[src/rtl/por_sequencer.sv]
// Power-on-reset recovery sequencer for two redundant flight data units.
// Debounces unit health, pulses POR to one non-prime unit at a time, retries, and locks out.
module por_sequencer #(
  parameter int unsigned HOLDOFF   = 50000,
  parameter int unsigned POR_WIDTH = 500000,
  parameter int unsigned BOOT_WAIT = 250000000,
  parameter int unsigned MAX_RETRY = 3,
  parameter int unsigned CNT_W     = 28
) (
  input  logic       clk,
  input  logic       reset,
  input  logic [1:0] health,
  input  logic [1:0] prime,
  input  logic [1:0] clear_lockout,
  output logic [1:0] por,
  output logic [1:0] lockout,
  output logic       busy,
  output logic       sel,
  output logic       fault,
  output logic [7:0] retries
);

  typedef enum logic [1:0] {StIdle, StHold, StAssert, StBoot} state_e;

  localparam logic [CNT_W-1:0] HoldLast = CNT_W'(HOLDOFF - 1);
  localparam logic [CNT_W-1:0] PorLast  = CNT_W'(POR_WIDTH - 1);
  localparam logic [CNT_W-1:0] BootLast = CNT_W'(BOOT_WAIT - 1);
  localparam logic [3:0]       MaxRetry = 4'(MAX_RETRY);

  state_e           state_q, state_d;
  logic [CNT_W-1:0] timer_q, timer_d;
  logic             sel_q, sel_d;
  logic             last_q, last_d;
  logic             fault_q, fault_d;
  logic [1:0]       por_q, por_d;
  logic [1:0]       lockout_q, lockout_d;
  logic [1:0][3:0]  retry_q, retry_d;
  logic [1:0]       cand;
  logic [3:0]       bumped;

  always_comb begin
    state_d   = state_q;
    timer_d   = timer_q;
    sel_d     = sel_q;
    last_d    = last_q;
    fault_d   = 1'b0;
    por_d     = 2'b00;
    lockout_d = lockout_q;
    retry_d   = retry_q;
    cand      = ~health & ~lockout_q & ~prime;
    bumped    = (retry_q[sel_q] == 4'hf) ? 4'hf : retry_q[sel_q] + 4'd1;

    // Clear is applied first so a coincident lockout set below wins.
    for (int i = 0; i < 2; i++) begin
      if (clear_lockout[i]) begin
        lockout_d[i] = 1'b0;
        retry_d[i]   = 4'd0;
      end
    end

    unique case (state_q)
      StIdle: begin
        if (|cand) begin
          state_d = StHold;
          timer_d = '0;
          sel_d   = (&cand) ? ~last_q : cand[1];
        end
      end
      StHold: begin
        if (health[sel_q] || prime[sel_q]) begin
          state_d = StIdle;
        end else if (timer_q == HoldLast) begin
          state_d     = StAssert;
          timer_d     = '0;
          por_d[sel_q] = 1'b1;
        end else begin
          timer_d = timer_q + CNT_W'(1);
        end
      end
      StAssert: begin
        if (timer_q == PorLast) begin
          state_d = StBoot;
          timer_d = '0;
        end else begin
          timer_d      = timer_q + CNT_W'(1);
          por_d[sel_q] = 1'b1;
        end
      end
      StBoot: begin
        if (health[sel_q]) begin
          retry_d[sel_q] = 4'd0;
          last_d         = sel_q;
          state_d        = StIdle;
        end else if (timer_q == BootLast) begin
          retry_d[sel_q] = bumped;
          last_d         = sel_q;
          state_d        = StIdle;
          if (bumped == MaxRetry) begin
            lockout_d[sel_q] = 1'b1;
            fault_d          = 1'b1;
          end
        end else begin
          timer_d = timer_q + CNT_W'(1);
        end
      end
      default: state_d = StIdle;
    endcase
  end

  always_ff @(posedge clk or posedge reset) begin
    if (reset) begin
      state_q   <= StIdle;
      timer_q   <= '0;
      sel_q     <= 1'b0;
      last_q    <= 1'b1;
      fault_q   <= 1'b0;
      por_q     <= 2'b00;
      lockout_q <= 2'b00;
      retry_q   <= '0;
    end else begin
      state_q   <= state_d;
      timer_q   <= timer_d;
      sel_q     <= sel_d;
      last_q    <= last_d;
      fault_q   <= fault_d;
      por_q     <= por_d;
      lockout_q <= lockout_d;
      retry_q   <= retry_d;
    end
  end

  assign por     = por_q;
  assign lockout = lockout_q;
  assign busy    = (state_q != StIdle);
  assign sel     = sel_q;
  assign fault   = fault_q;
  assign retries = retry_q;

endmodule

[config.mk]
export PLATFORM = sky130hd
export DESIGN_NAME = por_sequencer
export DESIGN_NICKNAME = d
export VERILOG_FILES = /design/src/rtl/por_sequencer.sv
export SDC_FILE = /design/constraint.sdc
export NUM_CORES = 1
export LEC_CHECK = 0
export CAP_MARGIN = 20
export CORE_MARGIN = 2
export CORE_UTILIZATION = 63
export DETAILED_ROUTE_END_ITERATION = 7
export HOLD_SLACK_MARGIN = 0.02
export PLACE_DENSITY = 0.95
export SYNTH_ARGS = -nofsm -noshare
export SYNTH_HDL_FRONTEND = slang
export SYNTH_SLANG_ARGS = --single-unit
[constraint.sdc]
create_clock -name clk -period 4.9 [get_ports clk]
set_input_delay 1.47 -clock clk [delete_from_list [all_inputs] [get_ports clk]]
set_output_delay 1.47 -clock clk [all_outputs]
set_load 0.05 [all_outputs]
==> metrics.txt, run 1 <==
sort of element at the end of the critical path=flip-flop; WP buf/inv=1; startpoint-to-endpoint class of the critical path=input port to flip-flop; synthesized area per cell=8.762 µm²; Rows=24; status=completed; Required @ worst endpoint=5120 ps; total of fill cells in the finished design=305; max capacitance violation total=0; post-CTS setup buffers=0; global-route wire length before repair=11630 µm; post-synthesis instance area=2830 µm²; worst IR drop on VDD=0.2730 mV; Synth Instances=323; number of nets in the final layout=356; Max Fanout on Critical Path=18; share of flip-flops with an asynchronous set or reset=100.0%; Area growth syn-to-layout=12.60%; top cells by area, synth=dfrtp_1 39%, nand2_1 5.6%, nand3_1 4.6%; class of the tightest hold or removal check=flip-flop to flip-flop; placed wire-length estimate=4664 µm; vias per inst=6.848; clock slew seen by the registers of the worst setup and hold paths=80 ps; DRC errors left=0; delay of the slowest cell on the worst path=670 ps; PnR worst setup slack=1090 ps; leakage power=1.184 nW; Die Y=71.03 µm; GR Overflow Total=0; maximum level of the CTS H-tree=2; post-CTS sizing=0; crit-path cells=clkdlybuf4s50_1, or3b_1, a32o_1, or3b_1, or3_1, o22ai_1; DRT Wirelength=6727 µm; DIE AREA=5045 µm²; final count of negative-setup-slack endpoints=0; chip width=71.03 µm; maximum count of clock buffers along a single path=2; antenna violations before repair=0; total global routing track utilization=28.54%; end-of-flow core utilization=73.19%; cell occurring most often along the worst timing path=or3b_1; Post-Place Worst Slack=821.6 ps; DRT iter0 DRCs=274; clock latency reported for the late side of the worst-skew pair=310 ps; cell area power density=413.2 nW/µm²; most frequently used cell type in the post-synthesis netlist=dfrtp_1; CTS root buf=clkbuf_8; Synthesis Warnings=0; area of combinational cells with multiple inputs=1568 µm²; setup skew after layout=10.70 ps; last weighted congestion value of the routability-driven placer=0.8530; post-synthesis sequential element count=45; number of pins exceeding their max-slew limit in the final report=0; tightest slew margin relative to the limit=48.09%; depth of the worst register-to-register path=7; via count of the first global-routing pass=2487; Net Count, Synth=337; number of hold violations in the final report=0; total number of vias=2705; count of antenna-violating nets left after detailed routing=0; starting utilization of the core area=65.00%; maximum number of pins on one net before global-route repair=46; maximum frequency from static timing analysis=262.5 MHz; Critical Path Slowest Stage Cell=or3b_1; TritonCTS Buffers=5; final critical path time including I/O delays and setup=3810 ps; core footprint=4354 µm²; input/output buffers=22; critical path launch point type=input port; wire per inst=17.03 µm; number of library cell types mapped by synthesis=58; Worst-Margin Slew=778.6 ps; data arrival at the endpoint of the critical path=4030 ps; CTS Hold Buffers Added=0; Top Ports=23; Worst path top cell family by delay=simple AND/OR/NAND/NOR gates; post-synth top area cell=dfrtp_1; setup repair after global routing missed its margin=no; Post-synth top cells=44 x dfrtp_1, 42 x nand2_1, 26 x nand3_1; CTS tree=done; drt first pass iters=6; most common flop cell mapped by yosys=dfrtp_1; register cell area after layout=1127 µm²; count of flip-flops with a built-in enable after synthesis=0; depth of the critical timing path with buffers and inverters included=6; share of Yosys cell area claimed by the top area cell type=38.90%; diodes inserted=0; share of the clock period used by the worst path=77.75%; register area share after synthesis=39.83%; share of post-route cells with drive strength above 1=8.163%; hold depth=2; setup tns final=0 ps; sink count of the clock tree=45
metrics by stage:
stage	hold slack (ps)	instances	power (mW)	cell area, µm²
global route	562.0	395	1.387	3187
global placement	486.6	387	1.006	3070
detailed placement	497.6	387	1.015	3070
finish	525.3	395	1.317	3187
CTS	518.9	395	1.312	3187
floorplan	485.6	323	0.8910	2830
path summary, 6_finish.rpt:
path                            start           to  slack [ps]
setup / recovery            health[1]   timer_q[7]        1090
hold / removal             lockout[0]   lockout[0]         530
setup reg to reg           timer_q[0]  timer_q[15]        1880
hold reg to reg            lockout[0]   lockout[0]         530
max in group asynchronous       reset  timer_q[24]        2890
min in group asynchronous       reset   retries[7]        1610
report_power, final:
group / switching [mW] / internal, mW / leakage, nW
sequential: 0.0560 / 0.402 / 0.618
clock: 0.128 / 0.166 / 0.0585
combinational: 0.394 / 0.170 / 0.507
total: 0.579 / 0.738 / 1.18
tightest hold or removal path, stage by stage (launching register included):
cell and delay [ps]:
dfrtp_1 370, nand2b_1 60, o31ai_1 60
routing by layer:
layer  vias up  GRT usage (%)  part of all wire [%]
met5         -              0                     0
met4         0          11.11                   2.5
met3        22          5.983                   8.1
met2       145          45.90                    47
met1      1275          38.08                    42
li1       1263              -                     -
registers in the layout (all words and copies together), names as in the netlist, named ones only:
name,cells
fault,1
last_q,1
lockout,2
por,2
retries,8
sel,1
state_q,1
timer_q,28
cell families after synthesis:
family	count (synthesis)	synth area share (%)
compound gates	84	21.88
fa+ha+maj	6	2.652
buf+inv	32	4.775
flops	45	39.83
mux	4	1.503
simple gates	152	29.35
layout make-up:
type                            instances  share of cell area, %
Clock buffer                            7                  2.709
Clock inverter                          1                 0.9423
Inverter                               20                  2.356
Multi-Input combinational cell        246                  49.19
Sequential cell                        45                  35.37
Tap cell                               52                  2.042
Timing Repair Buffer                   24                  7.381
cells in the final DEF (no fill, tap or decap), types with 5 or more instances in the layout:
cell	n
o311ai_1	13
nor2_1	15
clkbuf_8	6
nand2_1	42
dfrtp_1	44
ha_1	6
nand3_1	26
nor4_1	6
o2bb2ai_1	5
or3_1	7
clkdlybuf4s50_1	22
o22ai_1	5
a21oi_1	12
o21ai_0	14
nor3_1	6
inv_1	19
nand4_1	10
(Power assumes the default switching activity.)
==> run 2: changes to the inputs <==
--- a/config.mk
+++ b/config.mk
@@ -7,10 +7,10 @@
 export LEC_CHECK = 0
 export CAP_MARGIN = 20
 export CORE_MARGIN = 2
-export CORE_UTILIZATION = 63
+export CORE_UTILIZATION = 58
 export DETAILED_ROUTE_END_ITERATION = 7
 export HOLD_SLACK_MARGIN = 0.02
-export PLACE_DENSITY = 0.95
+export PLACE_DENSITY = 0.91
 export SYNTH_ARGS = -nofsm -noshare
 export SYNTH_HDL_FRONTEND = slang
 export SYNTH_SLANG_ARGS = --single-unit
==> constraint.sdc (replaced) <==
create_clock -name clk -period 3.8 [get_ports clk]
set_input_delay 1.14 -clock clk [delete_from_list [all_inputs] [get_ports clk]]
set_output_delay 1.14 -clock clk [all_outputs]
set_load 0.05 [all_outputs]
==> run 2 against run 1 <==
Critical path type unchanged. Total power up 23%. Clock-buffer cell count unchanged. Critical path depth up 1. Clock power down 1%. Clock skew down 3.1 ps. Final area up 0.20%. Via count down 1.1%. Worst hold slack worse by 6.1 ps.
==> metrics.txt, run 2 (synthesis results as in run 1) <==
count of antenna-violating nets left after detailed routing=0; Worst path top cell family by delay=simple AND/OR/NAND/NOR gates; delay of the slowest cell on the worst path=550 ps; critical path launch point type=input port; antenna violations before repair=0; PnR worst setup slack=544.1 ps; data arrival at the endpoint of the critical path=3430 ps; highest-count cells in the layout ignoring fill and taps=44 x dfrtp_1, 42 x nand2_1, 26 x nand3_1; maximum level of the CTS H-tree=2; max capacitance violation total=0; DRC errors left=0; fraction of power consumed by the clock network=18.1%; total of fill cells in the finished design=377; startpoint-to-endpoint class of the critical path=input port to flip-flop; Required @ worst endpoint=3980 ps; leakage power=1.182 nW; maximum count of clock buffers along a single path=2; post-CTS setup buffers=0; worst setup path startpoint=health[0]; flip-flop count of the largest register, all copies and words added=28; depth of the worst register-to-register path=7; final critical path time including I/O delays and setup=3256 ps; Power Internal=0.8773 mW; sequential cell fraction of total power=36.4%; Worst-Margin Slew=828.5 ps; number of hold violations in the final report=0; non-filler instance count after layout=413; starting utilization of the core area=59.92%; global-route wire length before repair=11620 µm; drt first pass iters=5; share of post-route cells with drive strength above 1=8.671%; CTS root buf=clkbuf_8; final count of negative-setup-slack endpoints=0; diodes inserted=0; Critical Path Slowest Stage Cell=or3b_1; maximum number of pins on one net before global-route repair=28; wire per inst=16.17 µm; destination of the critical timing path=timer_q[13]; most common cell after layout, fill and taps aside=dfrtp_1; reg-to-reg critical path endpoint=timer_q[13]; Area growth syn-to-layout=12.82%; core footprint=4723 µm²; Max Fanout on Critical Path=14; clock latency reported for the late side of the worst-skew pair=300 ps; Reg-to-Reg Start=timer_q[0]; Sw Ratio=45.65%; slack of the worst reg-to-reg path=900 ps; total placed cells including tap cells=405; setup skew after layout=7.612 ps; CTS tree=done; number of nets in the final layout=359; register ranked first by flip-flop count=timer_q; end-of-flow core utilization=67.60%; GR Overflow Total=0; sort of element at the end of the critical path=flip-flop; input/output buffers=22; DRT Wirelength=6680 µm; last weighted congestion value of the routability-driven placer=0.8739; tightest slew margin relative to the limit=44.42%; via count of the first global-routing pass=2497; Rows=25; cell area power density=505.5 nW/µm²; Comb pwr share=45.5%; setup repair after global routing missed its margin=no; sink count of the clock tree=45; Top Ports=23; chip width=73.86 µm; crit-path cells=clkdlybuf4s50_1, or3_1, a32o_1, or3b_1, buf_4, a22oi_1, o41ai_1; Post-Place Worst Slack=264.7 ps; placed wire-length estimate=4817 µm; DRT iter0 DRCs=242; CTS Hold Buffers Added=0; vias per inst=6.479; post-CTS sizing=0; WP buf/inv=2; depth of the critical timing path with buffers and inverters included=7; share of the clock period used by the worst path=85.68%; total number of vias=2676; DIE AREA=5455 µm²; TritonCTS Buffers=5; reported net switching power=0.7367 mW; Die Y=73.86 µm; number of pins exceeding their max-slew limit in the final report=0; clock slew seen by the registers of the worst setup and hold paths=90 ps; class of the tightest hold or removal check=flip-flop to flip-flop; setup tns final=0 ps; maximum frequency from static timing analysis=307.1 MHz; worst IR drop on VDD=0.3845 mV; total global routing track utilization=27.28%; sum of internal, switching and leakage power=1.614 mW; status=completed
[run 2: cell count changes in the layout (fill, tap and decap cells not counted)]
| cell | previous run | this run |
|---|---|---|
| bufinv_16 | 1 | 0 |
| clkinv_2 | 0 | 1 |
| buf_4 | 2 | 5 |
| clkbuf_1 | 1 | 2 |
| clkbuf_8 | 6 | 5 |
[run 2: per-stage QoR]
| step | hold WS (ps) | cell area [µm²] |
|---|---|---|
| 2_1_floorplan | 485.6 | 2830 |
| 3_3_place_gp | 499.6 | 3112 |
| 3_5_place_dp | 496.7 | 3112 |
| 4_1_cts | 520.0 | 3193 |
| 5_1_grt | 568.1 | 3193 |
| 6_report | 519.2 | 3193 |
[run 2: worst min-delay path by stage]
stage,start,end,cells past startpoint
floorplan,timer_q[0],timer_q[0],1
global placement,lockout[0],lockout[0],2
detailed placement,lockout[0],lockout[0],2
CTS,lockout[0],lockout[0],2
global route,lockout[0],lockout[0],2
finish,lockout[0],lockout[0],2
[run 2: power groups by stage]
stage                     logic [mW]  registers (mW)  clock network, mW
after floorplan                0.563           0.586                  0
after global placement         0.711           0.594                  0
after detailed placement       0.724           0.598                  0
after CTS                      0.727           0.589              0.294
after global routing           0.801           0.599              0.318
final                          0.734           0.588              0.291
[run 2: metal layers]
metal  part of all wire (%)  wire [µm]  GRT usage [%]
met1                     45       2979          36.90
met4                    1.8        119          10.30
met5                      0          0              0
met2                     47       3167          42.76
met3                    6.2        414          6.036
[run 2: worst reg2reg max path, cell delays in order (launching register included)]
cell     delay [ps]
dfrtp_1         420
ha_1            240
and4_1          280
nand4_2         180
o21ai_1         130
a31oi_4         660
nand2_2         440
o41ai_1         440
[run 2: layout make-up]
type	instances	area, µm²	share of cell area [%]
clock inverter	1	5.005	0.1567
multi-input combinational	246	1568	49.10
tap	67	83.83	2.625
sequential	45	1127	35.31
clock buffer	7	76.32	2.390
timing repair buffer	27	257.7	8.072
inverter	20	75.07	2.351
